## src/rtl/button_pkg.sv

```systemverilog
// Shared constants, FSM state type and counter-width helper for the button conditioner.
package button_pkg;

  // Defaults sized for a 100 MHz system clock.
  localparam int DEF_NUM_BTNS        = 4;
  localparam int DEF_DEBOUNCE_CYCLES = 1000000;   // 10 ms
  localparam int DEF_REPEAT_DELAY    = 50000000;  // 500 ms
  localparam int DEF_REPEAT_PERIOD   = 10000000;  // 100 ms

  typedef enum logic [1:0] {
    RELEASED,
    HELD_DELAY,
    REPEATING
  } btn_state_e;

  // Bits needed for a counter running 0..max_count-1, never narrower than one bit.
  function automatic int cnt_width(input int max_count);
    return (max_count <= 1) ? 1 : $clog2(max_count);
  endfunction

endpackage

```

## src/rtl/button_channel.sv

```systemverilog
// One button: 2-flop synchroniser, debounce counter, press/hold FSM with auto-repeat.
module button_channel
  import button_pkg::*;
#(
  parameter int DEBOUNCE_CYCLES = DEF_DEBOUNCE_CYCLES,
  parameter int REPEAT_DELAY    = DEF_REPEAT_DELAY,
  parameter int REPEAT_PERIOD   = DEF_REPEAT_PERIOD,
  parameter int ACTIVE_LOW      = 0
) (
  input  logic clk,
  input  logic reset,
  input  logic button,
  output logic dpb,
  output logic scen,
  output logic mcen,
  output logic ccen
);

  localparam int DW = cnt_width(DEBOUNCE_CYCLES);
  localparam int HW = cnt_width(REPEAT_DELAY);
  localparam int RW = cnt_width(REPEAT_PERIOD);

  localparam logic [DW-1:0] DB_LAST   = DW'(DEBOUNCE_CYCLES - 1);
  localparam logic [HW-1:0] HOLD_LAST = HW'(REPEAT_DELAY - 1);
  localparam logic [RW-1:0] REP_LAST  = RW'(REPEAT_PERIOD - 1);

  // Pad level meaning "not pressed"; the synchroniser resets to it so reset exit is quiet.
  localparam logic PAD_IDLE = (ACTIVE_LOW != 0);

  logic            sync1_reg, sync2_reg;
  logic            level;
  logic            deb_reg;
  logic [DW-1:0]   db_cnt_reg;

  btn_state_e      state_reg, state_next;
  logic [HW-1:0]   hold_cnt_reg, hold_cnt_next;
  logic [RW-1:0]   rep_cnt_reg, rep_cnt_next;
  logic            dpb_reg, dpb_next;
  logic            scen_reg, scen_next;
  logic            mcen_reg, mcen_next;
  logic            ccen_reg, ccen_next;

  // Polarity is normalised after the synchroniser, so level is 1 when pressed.
  assign level = sync2_reg ^ PAD_IDLE;

  // Two-flop synchroniser for the asynchronous pad.
  always_ff @(posedge clk) begin
    if (reset) begin
      sync1_reg <= PAD_IDLE;
      sync2_reg <= PAD_IDLE;
    end else begin
      sync1_reg <= button;
      sync2_reg <= sync1_reg;
    end
  end

  // Debounce: the level must differ for DEBOUNCE_CYCLES consecutive cycles before it is accepted.
  always_ff @(posedge clk) begin
    if (reset) begin
      deb_reg    <= 1'b0;
      db_cnt_reg <= '0;
    end else if (level == deb_reg) begin
      db_cnt_reg <= '0;
    end else if (db_cnt_reg == DB_LAST) begin
      deb_reg    <= ~deb_reg;
      db_cnt_reg <= '0;
    end else begin
      db_cnt_reg <= db_cnt_reg + 1'b1;
    end
  end

  // FSM and output registers; all outputs leave this module straight from flops.
  always_ff @(posedge clk) begin
    if (reset) begin
      state_reg    <= RELEASED;
      hold_cnt_reg <= '0;
      rep_cnt_reg  <= '0;
      dpb_reg      <= 1'b0;
      scen_reg     <= 1'b0;
      mcen_reg     <= 1'b0;
      ccen_reg     <= 1'b0;
    end else begin
      state_reg    <= state_next;
      hold_cnt_reg <= hold_cnt_next;
      rep_cnt_reg  <= rep_cnt_next;
      dpb_reg      <= dpb_next;
      scen_reg     <= scen_next;
      mcen_reg     <= mcen_next;
      ccen_reg     <= ccen_next;
    end
  end

  // Next-state and next-output logic; a debounced release overrides every state.
  always_comb begin
    state_next    = state_reg;
    hold_cnt_next = hold_cnt_reg;
    rep_cnt_next  = rep_cnt_reg;
    dpb_next      = deb_reg;
    scen_next     = 1'b0;
    mcen_next     = 1'b0;
    ccen_next     = 1'b0;

    if (!deb_reg) begin
      state_next    = RELEASED;
      hold_cnt_next = '0;
      rep_cnt_next  = '0;
    end else begin
      case (state_reg)
        RELEASED: begin
          state_next    = HELD_DELAY;
          scen_next     = 1'b1;
          mcen_next     = 1'b1;
          hold_cnt_next = '0;
          rep_cnt_next  = '0;
        end
        HELD_DELAY: begin
          if (hold_cnt_reg == HOLD_LAST) begin
            // hold_cnt stays parked at its last value from here on.
            state_next   = REPEATING;
            mcen_next    = 1'b1;
            ccen_next    = 1'b1;
            rep_cnt_next = '0;
          end else begin
            hold_cnt_next = hold_cnt_reg + 1'b1;
          end
        end
        REPEATING: begin
          ccen_next = 1'b1;
          if (rep_cnt_reg == REP_LAST) begin
            rep_cnt_next = '0;
            mcen_next    = 1'b1;
          end else begin
            rep_cnt_next = rep_cnt_reg + 1'b1;
          end
        end
        default: begin
          state_next = RELEASED;
        end
      endcase
    end
  end

  assign dpb  = dpb_reg;
  assign scen = scen_reg;
  assign mcen = mcen_reg;
  assign ccen = ccen_reg;

endmodule

```

## src/rtl/button_conditioner.sv

```systemverilog
// N independent push-button channels: debounced level, press pulse, auto-repeat and hold enable.
module button_conditioner
  import button_pkg::*;
#(
  parameter int NUM_BTNS        = DEF_NUM_BTNS,
  parameter int DEBOUNCE_CYCLES = DEF_DEBOUNCE_CYCLES,
  parameter int REPEAT_DELAY    = DEF_REPEAT_DELAY,
  parameter int REPEAT_PERIOD   = DEF_REPEAT_PERIOD,
  parameter int ACTIVE_LOW      = 0
) (
  input  logic                clk,
  input  logic                reset,
  input  logic [NUM_BTNS-1:0] buttons,
  output logic [NUM_BTNS-1:0] DPBs,
  output logic [NUM_BTNS-1:0] SCENs,
  output logic [NUM_BTNS-1:0] MCENs,
  output logic [NUM_BTNS-1:0] CCENs
);

  for (genvar gi = 0; gi < NUM_BTNS; gi++) begin : g_chan
    button_channel #(
      .DEBOUNCE_CYCLES(DEBOUNCE_CYCLES),
      .REPEAT_DELAY   (REPEAT_DELAY),
      .REPEAT_PERIOD  (REPEAT_PERIOD),
      .ACTIVE_LOW     (ACTIVE_LOW)
    ) u_chan (
      .clk   (clk),
      .reset (reset),
      .button(buttons[gi]),
      .dpb   (DPBs[gi]),
      .scen  (SCENs[gi]),
      .mcen  (MCENs[gi]),
      .ccen  (CCENs[gi])
    );
  end

endmodule

```

## config.mk

```make
export PLATFORM = sky130hd
export DESIGN_NAME = button_conditioner
export DESIGN_NICKNAME = d
export VERILOG_FILES = /design/src/rtl/button_pkg.sv /design/src/rtl/button_channel.sv /design/src/rtl/button_conditioner.sv
export SDC_FILE = /design/constraint.sdc
export NUM_CORES = 1
export LEC_CHECK = 0
export BUFFER_PORTS_ARGS = -buffer_cell sky130_fd_sc_hd__buf_4
export CAP_MARGIN = 20
export CELL_PAD_IN_SITES_DETAIL_PLACEMENT = 2
export CELL_PAD_IN_SITES_GLOBAL_PLACEMENT = 2
export CORE_AREA = 2 2 198 200
export DETAILED_ROUTE_END_ITERATION = 12
export DIE_AREA = 0 0 200 202
export GPL_ROUTABILITY_DRIVEN = 0
export PLACE_DENSITY_LB_ADDON = 0.1
export REMOVE_ABC_BUFFERS = 1
export SKIP_LAST_GASP = 1
export SLEW_MARGIN = 5
export SYNTH_ARGS = -nofsm -noshare
export SYNTH_HDL_FRONTEND = slang
export SYNTH_SLANG_ARGS = --single-unit
```

## constraint.sdc

```tcl
create_clock -name clk -period 5.2 [get_ports clk]
set_input_delay 0.26 -clock clk [delete_from_list [all_inputs] [get_ports clk]]
set_output_delay 0.26 -clock clk [all_outputs]
set_load 0.01 [all_outputs]
```

Word-level counts from Yosys, hierarchy flattened
Cells that the tools add are included.
{ "totals": {"reg_bits": 316, "latchBits": 0, "ramBits": 0, "mem_bits_ro": 0, "inputBits": 6, "word_cells": 184, "mem_count": 0} }
{ "op_classes": {"addsub": 12, "multipliers": 0, "n_div": 0, "order_cmp": 0, "n_eq_ne": 32, "shift": 0, "muxes": 48, "bitwise_logic": 12, "reduce_logical": 36} }
{ "op_table": {"columns": ["operator", "n"], "rows": [
  ["case mux 24 bit (3 select lines)", 4],
  ["case mux 26 bit (2 select lines)", 4],
  ["two-way mux 24 bit", 8],
  ["adder 26 x 1 -> 26 bit (second input constant)", 4],
  ["equality test 26 bit (second input constant)", 4],
  ["two-way mux 26 bit", 4],
  ["adder 24 x 1 -> 24 bit (second input constant)", 4],
  ["equality test 24 bit (second input constant)", 4],
  ["adder 20 x 1 -> 20 bit (second input constant)", 4],
  ["equality test 20 bit (second input constant)", 4],
  ["AND reduction 2 bit", 16],
  ["case mux 2 bit (3 select lines)", 4],
  ["two-way mux 1 bit", 12],
  ["NOT 1 bit", 12],
  ["case mux 1 bit (3 select lines)", 4],
  ["nonzero test 3 bit", 4],
  ["OR reduction 3 bit", 4],
  ["equality test 2 x 1 -> 1 bit (second input constant)", 4],
  ["equality test 2 bit (second input constant)", 4],
  ["zero test 2 bit", 4],
  ["two-way mux 2 bit", 4],
  ["!= test 2 x 1 -> 1 bit (second input constant)", 4],
  ["!= test 2 bit (second input constant)", 4],
  ["case mux 1 bit (2 select lines)", 4],
  ["other kinds (3)", 12]
]} }

Logic depth before layout (Yosys ltp)
{ "logic_depth": {"ltp_word": 3, "ltp_mapped": 9, "depth_no_buf": 7} }

Hierarchy
Synthesis repeated with hierarchy kept, for this count alone.
{ "unflattened": {"cells_unflattened": 1874, "area_unflattened_um2": 15616.2} }
{ "modules_own_cells": {"columns": ["mod", "instances", "cells_each", "area_each_um2", "seq_area_each_um2"], "rows": [
  ["button_channel at g_chan[0].u_chan ...", 2, 473, 3901.2, 1581.5],
  ["button_channel at g_chan[1].u_chan", 1, 473, 3935.0, 1581.5],
  ["button_channel at g_chan[3].u_chan", 1, 455, 3878.7, 1581.5]
]} }

Least setup slack after synthesis
Ideal clock, no wire load.
{ "synth_timing": {"path_kind": "reg2reg", "from": "register g_chan[2].u_chan.rep_cnt_reg[0]", "to": "register g_chan[2].u_chan.rep_cnt_reg[22]", "setup_time_ns": 0.072, "t_arrival_ns": 2.203, "path_slack_ns": 2.925, "stages_incl_launch_ff": 7, "path_buffers": 0, "path_cell_list": "dfxtp_1 > ha_1 > nand3_1 > or2_2 > or4_1 > or4b_1 > mux2i_1"} }
{ "synth_via": {"elab_chain_len": 3} }
{ "synth_rtl": {"columns": ["item", "line", "source"], "rows": [
  ["start, declared", "button_channel.sv:37", "logic [RW-1:0] rep_cnt_reg, rep_cnt_next;"],
  ["start signal, assigned", "button_channel.sv:85", "rep_cnt_reg <= rep_cnt_next;"],
  ["adder 24 x 1 -> 24 bit / equality test 24 bit (equally long branches)", "button_channel.sv:133, button_channel.sv:129", null],
  ["two-way mux 24 bit (*)", "button_channel.sv:129", "if (rep_cnt_reg == REP_LAST) begin"],
  ["case mux 24 bit (3 select lines) (*)", "button_channel.sv:108", "case (state_reg)"]
]} }
Mark *: on every way between the ends. The rest lies on a longest branch, timed or not.
A chain may end at the register's enable or synchronous reset.

Worst setup path in the final report
{ "layout_timing": {"from": "register g_chan[3].u_chan.state_reg[1]", "to": "register g_chan[3].u_chan.hold_cnt_reg[8]"} }
{ "layout_via": {"elab_chain_len": 3} }
{ "layout_rtl": {"columns": ["item", "line", "source"], "rows": [
  ["start, declared", "button_channel.sv:35", "btn_state_e state_reg, state_next;"],
  ["start signal, assigned", "button_channel.sv:83", "state_reg <= state_next;"],
  ["equality test 2 x 1 -> 1 bit / zero test 2 bit (equally long branches)", "button_channel.sv:108", null],
  ["!= test 2 bit (no source line) / nonzero test 2 bit (equally long branches)", null, null],
  ["AND reduction 2 bit (no source line)", null, null],
  ["end signal, assigned", "button_channel.sv:84", "hold_cnt_reg <= hold_cnt_next;"],
  ["end, declared", "button_channel.sv:36", "logic [HW-1:0] hold_cnt_reg, hold_cnt_next;"]
]} }
Parallel ways exist; a longest one is shown, timed or not.

==> impl_results.md <==
* FP Rows at just over 70
* Register bit count reported by yosys at 316
* H-tree depth at 2
* Resized cells post-CTS at 0
* Drt wl/cell at 19.6 um
* Crit path max-delay family: compound AO/OA/AOI/OAI gates
* Max IR drop VDD at 0.000254 V
* Achievable Freq at between 0.3 and 0.4 GHz
* Yosys top cell area share at roughly two fifths
* Total wire length at approximately 48000 um
* PwrDens at between 200 and 300 nW/um2
* CTS tree: yes
* Final HPWL DP at around 32000 um
* Post-layout instance area at around 18000 um2
* Seq/Total Area, Yosys at ~40%
* Top-level I/O count at 22
* RSZ-0062 raised after global routing: no
* Crit. End Element: flip-flop
* Least-Margin Pin Slew at roughly 1.1 ns
* Layout cells sized above 1 at 6.95%
* Residual DRC at 0
* Synthesized area per cell at ~8 um2
* Worst-Skew Late Latency at about 0.55 ns
* DRT iter0 DRCs at 499
* Crit-path max cell delay at 0.94 ns
* Compound-gate portion of the synthesized area at between 10% and 20%
* Largest net degree at the start of global routing at 40
* Critical path arrival at between 3 and 4 ns
* Layout Nets at a little under 2000
* Synth cell count leaders: 316 x dfxtp_1, 184 x nor2_1, 149 x nand2_1
* WP buf/inv at 1
* Fraction of synthesized cell area in xor and xnor cells at 4.75%
* Clock tree sinks at around 320
* Routed vias at roughly 15000
* Vias in the first global route at 15958
* TNS Setup at 0 ns
* Status: finished clean
* CTS buffer count at 39
* Root Buffer: clkbuf_16
* Total gr overflow at 0
* Initial antenna violation count at 0
* Max-cap violations at 0
* Setup repair bufs after CTS at 0
* Die width at 200 um
* Worst Path Class, Setup: flip-flop to flip-flop
* Top cells by area, synth: dfxtp_1 40%, nor2_1 4.4%, a21oi_1 4.3%
* Count leader, synth: dfxtp_1
* Req. time, crit path at about 5.7 ns
* Setup-failing EPs final at 0
* Ys flop type: dfxtp_1
* Drt pass-1 iters at 4
* Placed Area at ~16000 um2
* Fin crit share at between 50% and 60%
* Warnings, synthesis at 0
* DR vias/cell at around 6
* Area of the core at 38300 um2
* Syn Inst Count at 1931
* Main combinational cell family by area after synthesis: simple AND/OR/NAND/NOR gates
* Crit path launch type: flip-flop
* Multiplexer share of the synthesized area at ~1.5%
* Final hold vios at 0
* DRT antenna net count at 0
* Adder-Cell Fraction of Synth Area at under 10%
* Async SR Flop Fraction at 0%
* Number of distinct library cells after synthesis at 76
* Area leader, netlist: dfxtp_1
* P&R area growth vs syn at 12.1%
* Clock Skew at 0.0101 ns
* Clock-pin transition on the worst setup and hold timing paths at ~0.060 ns
* Final Critical Period at roughly 3 ns
* Initial Util at 41.4%
* EDFF count, synth at 0
* Max reg flops at between 100 and 150
* Crit-path max FO at 22
* Static Leak at 5.43 nW
* Synth Cell Area at between 15000 and 20000 um2
* Slowest CP cell: a21oi_1
* Post-Synth Simple-Gate Area at 29.3%
* Die height at ~200 um
* Max Slew Vio Count at 0
* Full die area at ~40000 um2
* Port Buffers at 21
* Crit path cell chain: inv_1 -> ha_1 -> nand2_1 -> a21oi_1 -> nand3_1 -> o21ai_0
* Diode count at 0
* Total Routing Usage GR at 24.2%
* Relative slew slack at a little over a quarter
* Worst Hold Class: primary input to flip-flop
* Maximum buffer depth of the clock tree at 3
* First-pass GRT wire length at 81600 um
## where the power goes
group	switching [W]	internal, W
logic	0.0000109	0.00000808
registers	0.00000206	0.00242
clock network	0.00110	0.00178
## area by class of cell
cell class	count	area (um2)
clock buffer	48	1050
clock inverter	18	282
fill	4229	20500
sequential	316	6330
multi-input combinational	1446	8870
inverter	72	270
timing repair buffer	42	337
tap	518	648
## worst register-to-register path, delay by kind of cell (launching register included)
kind / cells / cell delay (ns)
buffers and inverters: 1 / 0.10
adders and majority gates: 1 / 0.65
DFF: 1 / 0.34
AOI/OAI and AO/OA: 2 / 1.14
and+or+nand+nor: 2 / 0.74
## timing repair
item                       in CTS  in global routing
hold endpoints to repair        4                  0
setup endpoints to repair       0                  0
hold buffers                    4                  0
## path summary, 6_finish.rpt
path | startpoint | to | slack [ns] | cells past startpoint
worst max-delay path | g_chan[3].u_chan.state_reg[1]$_SDFFE_PP0P_ | g_chan[3].u_chan.hold_cnt_reg[8]$_SDFFE_PP0P_ | 2.15 | 6
worst min-delay path | reset | g_chan[0].u_chan.level$_SDFF_PP0_ | 0.05 | 2
worst max register to register | g_chan[3].u_chan.state_reg[1]$_SDFFE_PP0P_ | g_chan[3].u_chan.hold_cnt_reg[8]$_SDFFE_PP0P_ | 2.15 | 6
worst min register to register | g_chan[2].u_chan.sync1_reg$_SDFF_PP0_ | g_chan[2].u_chan.level$_SDFF_PP0_ | 0.45 | 1
## kinds of logic (layout without fill, tap and decap cells)
family                   count (synthesis)  count (layout)
AND/OR/NAND/NOR                        866             866
AO/OA/AOI/OAI                          443             443
flip-flops                             316             316
buffers and inverters                  169             180
XOR/XNOR                                86              86
adder cells (fa/ha/maj)                 28              28
multiplexers                            23              23
## layer usage
metal	GRT usage, %	wire length, um
met5	0	0
met3	3.64	1100
met4	5.56	855
met1	29.7	21700
met2	44.2	24500
## cell usage in the layout (no fill, tap or decap), types with 28 or more instances in the layout
| master | netlist | layout |
|---|---|---|
| nand4_1 | 76 | 76 |
| nand2_1 | 149 | 149 |
| xor2_1 | 35 | 35 |
| or3_1 | 54 | 54 |
| dfxtp_1 | 316 | 316 |
| and4_1 | 30 | 30 |
| clkbuf_16 | 0 | 39 |
| a21oi_1 | 136 | 136 |
| ha_1 | 28 | 28 |
| inv_1 | 69 | 69 |
| nor2_1 | 184 | 184 |
| nand3_1 | 119 | 119 |
| xnor2_1 | 51 | 51 |
| nor4_1 | 32 | 32 |
| a31oi_1 | 50 | 48 |
| nor3_1 | 45 | 45 |
| o21ai_0 | 64 | 62 |
| buf_4 | 16 | 36 |
| and3_1 | 39 | 39 |
## stage by stage
stage | hold WS, ns | total power, W | cells | setup WS (ns) | utilization (%)
after floorplan | 0.332 | 0.00249 | 1834 | 1.96 | -
after global placement | 0.421 | 0.00250 | 2386 | 2.17 | 42.7
after detailed placement | 0.431 | 0.00250 | 2388 | 2.04 | 42.8
after CTS | 0.0327 | 0.00540 | 2458 | 2.02 | 46.4
after global routing | 0.0439 | 0.00550 | 2460 | 1.74 | 46.4
final | 0.0451 | 0.00532 | 2460 | 2.15 | 46.4
Note: power is estimated with default switching activity, not from simulation.
